$ cat src/rtl/div_unit.sv
// ============================================================================
// div_unit : multi-cycle radix-2 restoring divider, result = {HI=rem, LO=quo}
// Rev 1.0
// ============================================================================
`default_nettype none

module div_unit #(
    parameter int DATA_W = 32
) (
    input  logic                  clk,
    input  logic                  rst,
    input  logic                  start_i,
    input  logic                  signed_i,
    input  logic                  annul_i,
    input  logic [DATA_W-1:0]     opdata1_i,
    input  logic [DATA_W-1:0]     opdata2_i,
    output logic [2*DATA_W-1:0]   result_o,
    output logic                  ready_o,
    output logic                  busy_o
);

    localparam int CNT_W = $clog2(DATA_W) + 1;
    localparam logic [CNT_W-1:0] C_LAST = CNT_W'(DATA_W - 1);

    typedef enum logic [1:0] {
        FREE   = 2'd0,
        BYZERO = 2'd1,
        ON     = 2'd2,
        FINISH = 2'd3
    } state_t;

    state_t                state_q, state_d;
    logic [CNT_W-1:0]      cnt_q, cnt_d;
    logic [DATA_W-1:0]     rem_q, rem_d;
    logic [DATA_W-1:0]     quo_q, quo_d;
    logic [DATA_W-1:0]     dvsr_q, dvsr_d;
    logic                  sign1_q, sign1_d;
    logic                  sign2_q, sign2_d;
    logic                  signed_q, signed_d;
    logic [2*DATA_W-1:0]   result_q, result_d;
    logic                  ready_q, ready_d;
    logic                  busy_q, busy_d;

    logic [DATA_W:0]       w_trial;
    logic [DATA_W-1:0]     w_rem_step;
    logic [DATA_W-1:0]     w_quo_step;
    logic                  w_neg1;
    logic                  w_neg2;

    // Shift the {rem, quo} pair left and try to subtract the divisor from the new rem.
    assign w_trial    = {rem_q, quo_q[DATA_W-1]} - {1'b0, dvsr_q};
    assign w_rem_step = w_trial[DATA_W] ? {rem_q[DATA_W-2:0], quo_q[DATA_W-1]}
                                        : w_trial[DATA_W-1:0];
    assign w_quo_step = {quo_q[DATA_W-2:0], ~w_trial[DATA_W]};

    assign w_neg1 = signed_i & opdata1_i[DATA_W-1];
    assign w_neg2 = signed_i & opdata2_i[DATA_W-1];

    always_comb begin
        state_d  = state_q;
        cnt_d    = cnt_q;
        rem_d    = rem_q;
        quo_d    = quo_q;
        dvsr_d   = dvsr_q;
        sign1_d  = sign1_q;
        sign2_d  = sign2_q;
        signed_d = signed_q;
        result_d = result_q;
        ready_d  = 1'b0;

        case (state_q)
            FREE: begin
                if (start_i && !annul_i) begin
                    if (opdata2_i == '0) begin
                        state_d = BYZERO;
                    end else begin
                        state_d  = ON;
                        quo_d    = w_neg1 ? -opdata1_i : opdata1_i;
                        dvsr_d   = w_neg2 ? -opdata2_i : opdata2_i;
                        rem_d    = '0;
                        cnt_d    = '0;
                        sign1_d  = opdata1_i[DATA_W-1];
                        sign2_d  = opdata2_i[DATA_W-1];
                        signed_d = signed_i;
                    end
                end
            end
            BYZERO: begin
                state_d  = FINISH;
                result_d = '0;
            end
            ON: begin
                if (annul_i) begin
                    state_d = FREE;
                end else begin
                    rem_d = w_rem_step;
                    quo_d = w_quo_step;
                    cnt_d = cnt_q + 1'b1;
                    if (cnt_q == C_LAST) begin
                        state_d  = FINISH;
                        // Remainder follows the dividend's sign; quotient the sign product.
                        result_d = {(signed_q && sign1_q) ? -w_rem_step : w_rem_step,
                                    (signed_q && (sign1_q ^ sign2_q)) ? -w_quo_step : w_quo_step};
                    end
                end
            end
            FINISH: begin
                if (!start_i || annul_i) begin
                    state_d = FREE;
                end else begin
                    ready_d = 1'b1;
                end
            end
            default: state_d = FREE;
        endcase

        busy_d = (state_d == BYZERO) || (state_d == ON);
    end

    always_ff @(posedge clk or posedge rst) begin
        if (rst) begin
            state_q  <= FREE;
            cnt_q    <= '0;
            rem_q    <= '0;
            quo_q    <= '0;
            dvsr_q   <= '0;
            sign1_q  <= 1'b0;
            sign2_q  <= 1'b0;
            signed_q <= 1'b0;
            result_q <= '0;
            ready_q  <= 1'b0;
            busy_q   <= 1'b0;
        end else begin
            state_q  <= state_d;
            cnt_q    <= cnt_d;
            rem_q    <= rem_d;
            quo_q    <= quo_d;
            dvsr_q   <= dvsr_d;
            sign1_q  <= sign1_d;
            sign2_q  <= sign2_d;
            signed_q <= signed_d;
            result_q <= result_d;
            ready_q  <= ready_d;
            busy_q   <= busy_d;
        end
    end

    assign result_o = result_q;
    assign ready_o  = ready_q;
    assign busy_o   = busy_q;

endmodule

`default_nettype wire

$ cat config.mk
export PLATFORM = sky130hd
export DESIGN_NAME = div_unit
export DESIGN_NICKNAME = d
export VERILOG_FILES = /design/src/rtl/div_unit.sv
export SDC_FILE = /design/constraint.sdc
export NUM_CORES = 1
export LEC_CHECK = 0
export BUFFER_PORTS_ARGS = -buffer_cell sky130_fd_sc_hd__buf_4
export CORE_UTILIZATION = 61
export CTS_BUF_LIST = sky130_fd_sc_hd__clkbuf_2
export DETAILED_ROUTE_END_ITERATION = 16
export MAX_ROUTING_LAYER = met4
export PLACE_DENSITY = 0.81
export SYNTH_ARGS = -nofsm -noshare
export SYNTH_HDL_FRONTEND = slang
export SYNTH_SLANG_ARGS = --single-unit
export TNS_END_PERCENT = 5
$ cat constraint.sdc
create_clock -name clk -period 7 [get_ports clk]
set_input_delay 0.35 -clock clk [delete_from_list [all_inputs] [get_ports clk]]
set_output_delay 0.35 -clock clk [all_outputs]
set_load 0.02 [all_outputs]
After elaboration in Yosys (flattened, before gate mapping):

Cells that the tools add are included.

* flip-flop bits (word level): 173
* word-level logic and storage cells: 74
* bits in writable memories: 0
* latch bits: 0
* input bits: 69
* bits in read-only memories: 0
* memories kept: 0

* divide/modulo/power cells: 0
* add/sub/neg operators: 6
* bitwise gates (word level): 5
* reductions and logical operators: 14
* shift-type cells: 0
* $mul: 0
* muxes and demuxes: 28
* equal/unequal tests: 10
* magnitude comparators: 0

Operators by type and width (number)
* $mux 32: 11
* $mux 64: 2
* $neg 32->32: 4
* $pmux 32 s2: 2
* $pmux 64 s2: 1
* $sub 33x32->33: 1
* $logic_not 32->1: 1
* $mux 6: 3
* $pmux 6 s2: 1
* $mux 2: 5
* $ne 2x2->1 const B: 4
* $pmux 2 s4: 1
* $add 6x1->6 const B: 1
* $eq 2x2->1 const B: 3
* $eq 6x5->1 const B: 1
* $reduce_and 3->1: 2
* $eq 2x1->1 const B: 2
* $reduce_and 4->1: 1
* $reduce_bool 2->1: 2
* $logic_and 1x1->1: 3
* $and 1x1->1: 2
* $logic_not 1->1: 2
* $logic_not 2->1: 1
* $logic_or 1x1->1: 2
* other kinds (3): 5

Logic depth before layout (Yosys ltp):

* depth in word-level cells: 7
* mapped depth: 24
* depth with buffers taken out: 22

Least setup slack after synthesis:

Ideal clock, no wire load.

* path kind: register to register
* from: register quo_q[31]
* to: register result_q[56], in the netlist result_o[56]
* cell stages (with the launch flop): 24
* required time: 6.917 ns
* setup slack: 2.094 ns
* buffers on the path: 2
* data arrival time: 4.823 ns
* library setup time: 0.083 ns
* cells stage by stage: dfrtp_1 inv_1 ha_1 inv_1 fa_1 a211oi_2 o211ai_1 nand3_1 nand3_2 a2111oi_4 nor2_2 inv_2 buf_4 buf_4 mux2i_1 ha_1 nand2_1 nor4b_1 nor4bb_1 a32oi_1 nor2_1 a31oi_1 xor2_1 o21ai_0

* word-level cells in the longest chain between the ends: 7

RTL lines
* start: declaration: RTL line 35 `logic [DATA_W-1:0] quo_q, quo_d;`
* start signal: assignment: RTL line 137 `quo_q <= quo_d;`
* $sub 33x32->33: RTL line 51 `assign w_trial = {rem_q, quo_q[DATA_W-1]} - {1'b0, dvsr_q};`
* $mux 32 (*): RTL line 52 `assign w_rem_step = w_trial[DATA_W] ? {rem_q[DATA_W-2:0], quo_q[DATA_W-1]}`
* $neg 32->32: RTL line 102 `result_d = {(signed_q && sign1_q) ? -w_rem_step : w_rem_step,`
* $mux 32 (*): RTL line 102
* $mux 64 (*): RTL line 99 `if (cnt_q == C_LAST) begin`
* $mux 64 (*): RTL line 93 `if (annul_i) begin`
* $pmux 64 s2 (*): RTL line 71 `case (state_q)`
* end signal: assignment: RTL line 142 `result_q <= result_d;`
* end: declaration: RTL line 40 `logic [2*DATA_W-1:0] result_q, result_d;`

Every way passes the cells marked *; elsewhere a longest branch is shown, timed or not. The select of a mux whose other input is x is not followed.
A chain may end at the register's enable or synchronous reset.

Worst setup path in the final report:

Same ends and word-level chain as after synthesis.

==> summary.md <==
| Metric | Value |
|---|---|
| Slew Viols, Final | 0 |
| Outcome | finished, final reports clean |
| Required time of the critical path | roughly 7.7 ns |
| Tightest Hold Check Type | in -> reg |
| Number of flops mapped to enable cells by yosys | 0 |
| DIE HEIGHT | approximately 140 um |
| Layout cell share with drive strength beyond 1 | a little over an eighth |
| Met3 WL | between 2 and 2.5 mm |
| Final core occ | 73.5% |
| WL/cell | 18.7 um |
| CP max FO | 8 |
| CP startpoint kind | register |
| FMAX | 0.170 GHz |
| Net count reported at finish | 1791 |
| DIE WIDTH | 144 um |
| Largest net degree at the start of global routing | 72 |
| Hold Path Stages | 5 |
| Initial Utilization | 62.9% |
| Die area | 20800 um2 |
| Root buf cell | clkbuf_2 |
| Total track usage | between 30% and 40% |
| Post-synthesis sequential area ratio | between 30% and 40% |
| Unique masters post-synth | 86 |
| Vias | 12100 |
| Measured slew at the worst slew-check pin | 1.06 ns |
| CTS H-tree depth | 4 |
| Hold Violations, Final | 0 |
| GRT overflow | 0 |
| Worst r2r src | quo_q[31] |
| # clock sinks | 173 |
| Vias/cell | 6.15 |
| Mapped Nets | approximately 1600 |
| Detail Route met2 WL | 18.0 mm |
| Fin worst setup slack | 1.11 ns |
| Max-Cap Viols | 0 |
| Number of core rows | 51 |
| Final min period | 5.89 ns |
| Routability cong. | 0.929 |
| Worst setup EP type | register |
| #FFs+latches synth | ~170 |
| Fillers | 1578 |
| Prevailing post-synth register cell | dfrtp_1 |
| RSZ-0062 raised after global routing | no |
| Top layer in use | met4 |
| Register area | 4330 um2 |
| DP Worst Slack | 1.30 ns |
| Total negative slack | 0 ns |
| Crit Path Class | reg -> reg |
| Crit path to | result_o[56] |
| Area Overhead vs Synth | 16.9% |
| Mapped Avg Cell Area | 8.12 um2 |
| First-pass GRT wire length | between 50 and 60 mm |
| Initial DRC count | between 900 and 1000 |
| Drt pass-1 iters | 5 |
| Worst Skew | 0.0585 ns |
| Finished Layout Cells | about 2000 |
| Met1 WL | 15.1 mm |
| R2R depth | 21 |
| Initial antenna violation count | 1 |
| Skew-Pair Late Insertion Delay | 0.80 ns |
| Clock Pin Slew Worst Setup and Hold Paths | 0.29 ns |
| Post-route ant nets | 0 |
| Detailed-route DRC error count | 0 |
| YS warnings | 0 |
| CTS tree | yes |
| Critical Path Start | quo_q[31] |
| Cell Pwr Density | between 300 and 400 nW/um2 |
| FFs w/ async S/R, synth | 100% |
| Worst slew margin | 29.2% |
| Mapped Cells | 1523 |
| Synthesized area | 12400 um2 |
| LEAKAGE | 0.00638 uW |
| I/O pins | 135 |
| VDD IR max | about 210 uV |
| Core ar. | approximately 20000 um2 |
| Multi-input gate area | around 7400 um2 |
| Placed cells | 1854 |
| Tcrit/Tclk final | about 84% |
| Port Buffers | 134 |
| Vias in the first global route | approximately 11000 |
| FF-to-FF setup slack | about 1.1 ns |
| CTS buffer count | 17 |
| Cell Area, Placed | roughly 13000 um2 |
| Worst endpoint data arrival time | 6.58 ns |
| Final WL | roughly 37 mm |
| End of the worst register-to-register path | result_o[56] |
| Final Cell Area | 14500 um2 |
| CTS Buffer Depth | 2 |
| Post-DP HPWL | 26.6 mm |
| Setup Viol. Count Final | 0 |
[sequential cells by signal (all words and copies together) (netlist names), 2 cells and up]
signal / count
state_q: 2
dvsr_q: 32
cnt_q: 6
result_o: 64
rem_q: 32
quo_q: 32
[final cells by class]
class	count	share of cell area [%]
Sequential cell	173	30.0
Antenna cell	1	0.0173
Clock buffer	17	0.589
Inverter	58	1.54
Tap cell	265	2.29
Multi-Input combinational cell	1210	51.5
Timing Repair Buffer	224	13.0
Clock inverter	15	1.14
[what timing repair did]
action	in CTS	in global routing
hold buffers	76	0
resized for setup	0	0
hold endpoints to repair	119	0
setup buffers	0	0
[how the worst min path moves through the flow]
stage,startpoint,to,slack [ns]
floorplan,dvsr_q[31],dvsr_q[31],0.45
finish,opdata1_i[6],quo_q[6],0.03
detailed placement,rst,result_o[34],0.41
CTS,opdata1_i[6],quo_q[6],0.0005
global placement,rst,result_o[34],0.41
global route,rst,result_o[34],0.02
[worst max-delay path, stage by stage (launching register included)]
cell and delay, ns:
dfrtp_1 0.49, inv_1 0.10, ha_1 0.18, inv_1 0.06, fa_1 0.43, a211oi_2 0.29
o211ai_1 0.23, nand3_1 0.15, nand3_2 0.19, a2111oi_4 0.76, nor2_4 0.09, inv_2 0.15
mux2i_1 0.32, ha_1 0.28, nand2_1 0.07, nor4b_1 0.50, nor4bb_1 0.38, a32oi_1 0.24
nor2_1 0.37, a31oi_1 0.18, xor2_1 0.18, o21ai_0 0.15
[synth_stat cells (all sizes together) (4+ instances only)]
cell	number	area share (%)
a2111oi	4	0.75
a211oi	7	0.47
a21boi	5	0.30
a21o	9	0.55
a21oi	150	6.1
a22oi	6	0.36
a31oi	14	0.71
a41oi	4	0.28
and2	10	0.51
buf	33	1.7
clkbuf	49	1.5
dfrtp	173	35
ha	37	3.7
inv	58	1.8
mux2	5	0.46
mux2i	24	1.9
nand2	185	5.6
nand2b	14	0.71
nand3	48	2.0
nand3b	4	0.24
nand4	10	0.51
nor2	140	4.3
nor2b	4	0.20
nor3	36	1.5
nor4	27	1.7
o211ai	7	0.43
o21a	4	0.24
o21ai	191	8.0
o31ai	30	1.9
o41ai	6	0.49
or3	16	0.81
or4	8	0.52
xnor2	68	4.8
xor2	77	5.5
[metal layers]
metal / global-route usage [%] / up-vias
met4: 15.7 / 0
met2: 60.5 / 482
met5: - / -
li1: - / 5739
met3: 5.00 / 93
met1: 45.6 / 5758
[cells in the final DEF, fill, tap and decap left out, types with 47 or more instances in the layout]
master           n
nand2_1        184
o21ai_0        174
dfrtp_1        173
a21oi_1        148
buf_4          148
nor2_1         138
xor2_1          77
dlygate4sd3_1   76
xnor2_1         68
inv_1           56
nand3_1         47
[logic make-up after synthesis]
logic type | count (synthesis) | synth area share [%]
compound gates | 472 | 23.1
simple gates | 526 | 20.3
flops | 173 | 35.0
mux | 29 | 2.40
buf+inv | 140 | 4.97
fa+ha+maj | 38 | 3.91
xor+xnor | 145 | 10.3
[where the power goes]
group | internal, uW | leakage (uW) | switching (uW) | total (uW)
clock network | 123 | 0.000152 | 432 | 555
logic | 1090 | 0.00396 | 1830 | 2910
registers | 1130 | 0.00227 | 183 | 1320
[per-stage QoR]
stage / hold WS (ns) / power [uW]
floorplan: 0.449 / 3390
global placement: 0.412 / 4090
detailed placement: 0.415 / 4130
CTS: 0.000482 / 4730
global route: 0.0234 / 5090
finish: 0.0337 / 4780
No activity file was read; power rests on OpenSTA's default activity.
